==> src/rtl/mem_responder_if.sv <==
// mem_responder_if: CPU memory handshake bundle between an initiator (fetch/execute
// sequencers driving MAR/MDR) and the memory responder.
//   memEn  - request strobe, held high by the initiator until MFC is seen
//   R_W    - direction, 1 = read, 0 = write
//   addr   - word address from MAR
//   wdata  - write data from MDR
//   rdata  - read data back to MDR
//   MFC    - memory function complete (level, held until memEn drops)
//   busy   - access in progress
interface mem_responder_if #(
    parameter int unsigned AW = 8,
    parameter int unsigned DW = 16
);
    logic          memEn;
    logic          R_W;
    logic [AW-1:0] addr;
    logic [DW-1:0] wdata;
    logic [DW-1:0] rdata;
    logic          MFC;
    logic          busy;

    modport master (
        output memEn, R_W, addr, wdata,
        input  rdata, MFC, busy
    );

    modport slave (
        input  memEn, R_W, addr, wdata,
        output rdata, MFC, busy
    );
endinterface

==> src/rtl/mem_responder.sv <==
// mem_responder: memory-side responder for the memEn / R_W / MFC handshake.
// Captures address, write data and direction when a request arrives, waits
// WAIT_CYCLES cycles, performs the access on an internal word-addressed RAM and
// then holds MFC high until the initiator drops memEn.
// Ports:
//   clk   - system clock, rising edge
//   reset - synchronous, active-high
//   bus   - mem_responder_if slave modport (memEn, R_W, addr, wdata in;
//           rdata, MFC, busy out)
module mem_responder #(
    parameter int unsigned AW          = 8,
    parameter int unsigned DW          = 16,
    parameter int unsigned WAIT_CYCLES = 2
) (
    input logic            clk,
    input logic            reset,
    mem_responder_if.slave bus
);
    localparam int unsigned CW = 4;

    typedef enum logic [1:0] {StIdle, StBusy, StDone} state_e;

    state_e          state_q, state_d;
    logic [CW-1:0]   cnt_q, cnt_d;
    logic [AW-1:0]   addr_q;
    logic [DW-1:0]   wdata_q;
    logic            rw_q;
    logic [DW-1:0]   rdata_q;
    logic            mfc_q;
    logic            capture;
    logic            do_access;

    logic [DW-1:0]   mem [2**AW];

    always_comb begin
        state_d   = state_q;
        cnt_d     = cnt_q;
        capture   = 1'b0;
        do_access = 1'b0;
        unique case (state_q)
            StIdle: begin
                if (bus.memEn) begin
                    capture = 1'b1;
                    cnt_d   = CW'(WAIT_CYCLES);
                    state_d = StBusy;
                end
            end
            StBusy: begin
                if (!bus.memEn) begin
                    // Initiator gave up: abandon without touching the RAM.
                    state_d = StIdle;
                end else if (cnt_q != '0) begin
                    cnt_d = cnt_q - CW'(1);
                end else begin
                    do_access = 1'b1;
                    state_d   = StDone;
                end
            end
            StDone: begin
                // A held memEn never re-triggers; it must drop for an edge first.
                if (!bus.memEn) begin
                    state_d = StIdle;
                end
            end
            default: state_d = StIdle;
        endcase
    end

    always_ff @(posedge clk) begin
        if (reset) begin
            state_q <= StIdle;
            cnt_q   <= '0;
            rdata_q <= '0;
            mfc_q   <= 1'b0;
            addr_q  <= '0;
            wdata_q <= '0;
            rw_q    <= 1'b0;
        end else begin
            state_q <= state_d;
            cnt_q   <= cnt_d;
            mfc_q   <= (state_d == StDone);
            if (capture) begin
                addr_q  <= bus.addr;
                wdata_q <= bus.wdata;
                rw_q    <= bus.R_W;
            end
            if (do_access && rw_q) begin
                rdata_q <= mem[addr_q];
            end
        end
    end

    // RAM is not reset; a reset edge suppresses any pending write.
    always_ff @(posedge clk) begin
        if (!reset && do_access && !rw_q) begin
            mem[addr_q] <= wdata_q;
        end
    end

    assign bus.rdata = rdata_q;
    assign bus.MFC   = mfc_q;
    assign bus.busy  = (state_q == StBusy);
endmodule

==> src/flat_wrapper.sv <==
// flat-port wrapper written by rule: the top's interface ports become plain ports
module mem_responder_flat 
#(
    parameter int unsigned AW          = 8,
    parameter int unsigned DW          = 16,
    parameter int unsigned WAIT_CYCLES = 2
)
  (clk, reset, bus_memEn, bus_R_W, bus_addr, bus_wdata, bus_rdata, bus_MFC, bus_busy);
  mem_responder_if #(.AW(AW), .DW(DW)) bus_i ();
  input logic clk;
  input logic reset;
  input wire logic [$bits(bus_i.memEn)-1:0] bus_memEn;
  input wire logic [$bits(bus_i.R_W)-1:0] bus_R_W;
  input wire logic [$bits(bus_i.addr)-1:0] bus_addr;
  input wire logic [$bits(bus_i.wdata)-1:0] bus_wdata;
  output wire logic [$bits(bus_i.rdata)-1:0] bus_rdata;
  output wire logic [$bits(bus_i.MFC)-1:0] bus_MFC;
  output wire logic [$bits(bus_i.busy)-1:0] bus_busy;
  assign bus_i.memEn = bus_memEn;
  assign bus_i.R_W = bus_R_W;
  assign bus_i.addr = bus_addr;
  assign bus_i.wdata = bus_wdata;
  assign bus_rdata = bus_i.rdata;
  assign bus_MFC = bus_i.MFC;
  assign bus_busy = bus_i.busy;
  mem_responder #(.AW(AW), .DW(DW), .WAIT_CYCLES(WAIT_CYCLES)) u_core (.clk(clk), .reset(reset), .bus(bus_i));
endmodule
==> config.mk <==
export PLATFORM = sky130hd
export DESIGN_NAME = mem_responder_flat
export DESIGN_NICKNAME = d
export VERILOG_FILES = /design/src/rtl/mem_responder_if.sv /design/src/rtl/mem_responder.sv /design/src/flat_wrapper.sv
export SDC_FILE = /design/constraint.sdc
export NUM_CORES = 2
export LEC_CHECK = 0
export BUFFER_PORTS_ARGS = -buffer_cell sky130_fd_sc_hd__buf_4
export CAP_MARGIN = 25
export CORE_UTILIZATION = 45
export DETAILED_ROUTE_END_ITERATION = 10
export SLEW_MARGIN = 10
export SYNTH_ARGS = -nofsm -noshare
export SYNTH_HDL_FRONTEND = slang
export SYNTH_SLANG_ARGS = --single-unit
export TNS_END_PERCENT = 50
==> constraint.sdc <==
create_clock -name clk -period 5 [get_ports clk]
set_input_delay 0.25 -clock clk [delete_from_list [all_inputs] [get_ports clk]]
set_output_delay 0.25 -clock clk [all_outputs]
set_load 0.1 [all_outputs]
# After elaboration in Yosys (flattened, before gate mapping)

Memory sizes are Yosys's and may differ from the RTL's. A register that Yosys moved wholly into a read port is not among the register bits.
Cells that the tools add are included.

Input port bits: 28
Bits in registers: 32
Word-level logic and storage cells: 39
Memory bits (writable): 4096
Output and inout bits: 18
Memories kept: 1

Equality and inequality tests: 6
Reduce and logical (&&, ||, !) cells: 9
$add $sub $neg: 1
Muxes and demuxes: 16

Memories:

| name       | words | bits a word | read ports | clocked after memory_dff | write ports | RTL line            | source |
|---|---|---|---|---|---|---|---|
| u_core.mem | 256   | 16          | 1          | 1                        | 1           | mem_responder.sv:33 | `logic [DW-1:0] mem [2**AW];` |

Operators with widths:

| kind                  | count |
|---|---|
| $mux W4               | 3 |
| $mux W2               | 4 |
| $pmux W4 S2           | 1 |
| $mux W1               | 7 |
| $pmux W2 S3           | 1 |
| $eq A2 B2 Y1 const B  | 2 |
| $ne A2 B2 Y1 const B  | 2 |
| $reduce_and A4 Y1     | 1 |
| $reduce_bool A4 Y1    | 1 |
| $sub A4 B1 Y4 const B | 1 |
| $logic_and A1 B1 Y1   | 3 |
| $eq A2 B1 Y1 const B  | 1 |
| $logic_not A1 Y1      | 2 |
| $logic_not A2 Y1      | 1 |
| $ne A2 B1 Y1 const B  | 1 |
| $reduce_bool A2 Y1    | 1 |

# Longest topological paths before layout

Word-level depth: 8
Gate-level depth with buffers: 13
Gate-level depth less buffers: 9

# Worst setup path before layout

OpenSTA, ideal clock, no wires.

Path kind: reg-to-reg
Start: register u_core.wdata_q[0]
End: memory u_core.mem[0][0] (data pin)
Arrival time: 3.397 ns
Setup time: 0.856 ns
Required time: 4.144 ns
Path slack: 0.747 ns
Buffers on the path: 0
Stages on the path, launching flop included: 1
Period minus slack after synthesis: 4.253 ns
Cell sequence: dfxtp_1

RTL lines:

| item                     | RTL line            | source |
|---|---|---|
| start: declaration       | mem_responder.sv:26 | `logic [DW-1:0] wdata_q;` |
| start signal: assignment | mem_responder.sv:84 | `wdata_q <= bus.wdata;` |
| end: declaration         | mem_responder.sv:33 |  |

Straight into the memory's write port.

==> impl_results.md <==
* Crit path max fanout at 31
* Routed len/inst at 33.7 µm
* DP Area at 168000 µm²
* P&R area growth vs syn at 14.4%
* Synth top area share at 77.2%
* DP Worst Slack at 0.163 ns
* Max stage delay on crit path at 0.89 ns
* Core area at 352000 µm²
* CP Buf/Inv Count at 3
* Clock Skews at 0.0681 ns
* Number of global-route vias before repair at 79400
* RSZ-0062 raised after global routing: false
* Slowest CP cell: nor3_1
* Setup Viol. Count Final at 1
* Fin nets at 8059
* Yosys cell types at 67
* Post-DP HPWL at 269000 µm
* Core Util, Final at 51.7%
* Post-synthesis instance total at 7340
* First-pass GRT wire length at 618000 µm
* Hold Startpoint: bus_memEn
* Fin crit period at 5.03 ns
* Failing checks: negative setup slack
* Pin count of the biggest net entering global routing at 221
* Final Cycle Share at 101%
* Io pins at 46
* Layout cell share with drive strength beyond 1 at 26.9%
* CTS sink count at 4144
* Leakage at 58.5 nW
* Synth Net Count at 7370
* Worst skew pair latency at 0.98 ns
* Max Slew Vio Count at 0
* Routed vias at 80200
* Sequence of cells on the critical path: buf_12 > buf_4 > mux4_2 > mux2i_1 > o22ai_1 > o31ai_1 > a31oi_1 > nor3_1 > buf_4 > o22ai_1
* Status: complete, but fails checks
* Clock share of power at 41.5%
* Critical Path RT at 5.81 ns
* TritonCTS Buffers at 419
* Routed Wire Length at 442000 µm
* Worst R2R Path Depth at 10
* P_int at 56.9 mW
* Hold Path Class: input pin to flip-flop
* CTS root buffer: clkbuf_16
* Total Routing Usage GR at 24.6%
* Final worst-path setup slack at -0.0272 ns
* Post-synth EDFFs at 4096
* Predominant post-synthesis flop cell: edfxtp_1
* Worst setup EP type: flip-flop
* Crit Reg-Reg Startpoint: u_core.addr_q[1]
* Kind of critical path: flip-flop to flip-flop
* Total power at 72.9 mW
* Worst-path clk slew at 0.06 ns
* H-tree depth at 5
* Die span in x at 597 µm
* Switch Pwr at 16.0 mW
* Worst slew margin at 14.9%
* Port Buf Inserts at 45
* Number of remaining DRC errors at 0
* Comb pwr share at 5.6%
* Post-synth ARST share at 0%
* CP arrival at 5.84 ns
* Fmax at 199 MHz
* DRC marker count from the first detailed-route iteration at 10700
* Finished Cell Area at 182000 µm²
* Post-CTS Repair Setup Buffers at 0
* Kind of start point of the critical path: flip-flop
* Worst Tran Pin Value at 1.28 ns
* Mapped Avg Cell Area at 21.7 µm²
* Final hold vios at 0
* Power Density at 400 nW/µm²
* Seq pwr share at 52.8%
* Die height at 597 µm
* Post-Syn Area at 159000 µm²
* Via density at 6.11
* CTS Buffer Depth at 4
* Top cells by area, synth: edfxtp_1, mux4_2, mux2i_1
* Register area share after synthesis at 77.8%
* Global route overflow at 0
* ANT nets after route at 0
* Critical Path Stages at 10
* VDD IR max at 0.000305 V
* Rows at 218
* First-pass detailed-route iteration total at 6
* Cts hold-fix bufs at 65
* Initial antenna violation count at 16
* Starting Density at 45.2%
* CTS tree: built
* Flops & latches, synth at 4144
* CP delay by family, top: compound AO/OA/AOI/OAI gates
* Area leader, netlist: edfxtp_1
* Die area at 356000 µm²
* WHS Path Cells at 3
* Switch share at 21.9%
* Syn. warnings at 0
* Cts repair resizes at 0
* GP Congestion at 0.910
* Number of max-cap violations at 0
* Crit. Startpoint: u_core.addr_q[1]
## power groups by stage
| stage | Combinational, mW | Clock, mW | Sequential [mW] |
|---|---|---|---|
| 3_3_place_gp | 4.01 | 0 | 39.2 |
| 2_1_floorplan | 2.09 | 0 | 39.5 |
| 3_5_place_dp | 4.06 | 0 | 39.2 |
| 5_1_grt | 4.26 | 31.9 | 38.5 |
| 6_report | 4.11 | 30.2 | 38.5 |
| 4_1_cts | 4.11 | 30.7 | 38.5 |
## logic make-up after synthesis
family,Yosys count,synth area share (%)
simple gates,774,2.05
mux,1326,15.8
compound gates,650,2.75
fa+ha+maj,2,0.0157
xor+xnor,2,0.0110
flops,4144,77.8
buf+inv,442,1.51
## worst paths after layout
path                           to  slack (ns)
max reg2reg  u_core.bus.rdata[11]       -0.03
min reg2reg       u_core.cnt_q[1]        0.54
min             u_core.state_q[1]        0.15
max          u_core.bus.rdata[11]       -0.03
## worst min-delay path, stage by stage
cell           delay, ns
dlygate4sd3_1       0.54
buf_4               0.15
nor3b_1             0.13
## cell usage in the layout (no fill, tap or decap), types with 15 or more instances in the layout
master            n
mux2_2           40
clkinv_2         73
dfxtp_4          23
a22oi_1         113
buf_12           48
o221ai_1         24
nand4_1          32
edfxtp_1       4096
dfxtp_1          25
dlygate4sd3_1    65
mux4_2          947
nor2_1          301
a21oi_1         151
nand3_1          60
a211oi_1         30
nand2_1         280
clkbuf_16       427
a31oi_1          15
clkinv_1         99
clkbuf_1         97
o22ai_1          53
o21ai_0          91
nor3_1           18
a221oi_1         57
a32oi_1          17
mux2i_1         336
buf_4           586
bufinv_16        27
## sequential cells by signal, summed over array words and instances (netlist names)
register,count
u_core.addr_q,8
u_core.bus.MFC,1
u_core.bus.rdata,16
u_core.cnt_q,4
u_core.mem,4096
u_core.rw_q,1
u_core.state_q,2
u_core.wdata_q,16
## metrics by stage
stage / setup TNS (ns) / instances / hold WS, ns
CTS: 0 / 13100 / 0.0750
global route: 0 / 13100 / 0.128
detailed placement: 0 / 12300 / 0.502
global placement: 0 / 12300 / 0.494
finish: -0.0272 / 13100 / 0.155
floorplan: 0 / 7340 / 0.386
## area by class of cell
| class | instances | area [µm²] |
|---|---|---|
| Clock inverter | 228 | 1940 |
| Timing Repair Buffer | 703 | 6080 |
| Fill cell | 27500 | 170000 |
| Inverter | 7 | 33.8 |
| Antenna cell | 13 | 32.5 |
| Tap cell | 4730 | 5920 |
| Clock buffer | 535 | 11200 |
| Sequential cell | 4144 | 124000 |
| Multi-Input combinational cell | 2754 | 33000 |
## per-layer routing
| layer | share of wire [%] | global-route usage (%) |
|---|---|---|
| met1 | 40 | 34.7 |
| met2 | 47 | 38.6 |
| met3 | 8.7 | 4.23 |
| met4 | 4.3 | 9.33 |
| met5 | 0.079 | 0 |
## Yosys cell counts, types with 29 or more instances
| cell type | number |
|---|---|
| a211oi_1 | 30 |
| mux4_2 | 947 |
| a221oi_1 | 57 |
| nand3_1 | 60 |
| clkbuf_1 | 152 |
| dfxtp_1 | 48 |
| mux2_2 | 40 |
| o21ai_0 | 92 |
| nand2_1 | 291 |
| mux2i_1 | 336 |
| buf_1 | 29 |
| edfxtp_1 | 4096 |
| nand4_1 | 32 |
| a21oi_1 | 151 |
| buf_2 | 154 |
| a22oi_1 | 113 |
| o22ai_1 | 53 |
| nor2_1 | 309 |
| buf_4 | 68 |
No activity file was read; power rests on OpenSTA's default activity.
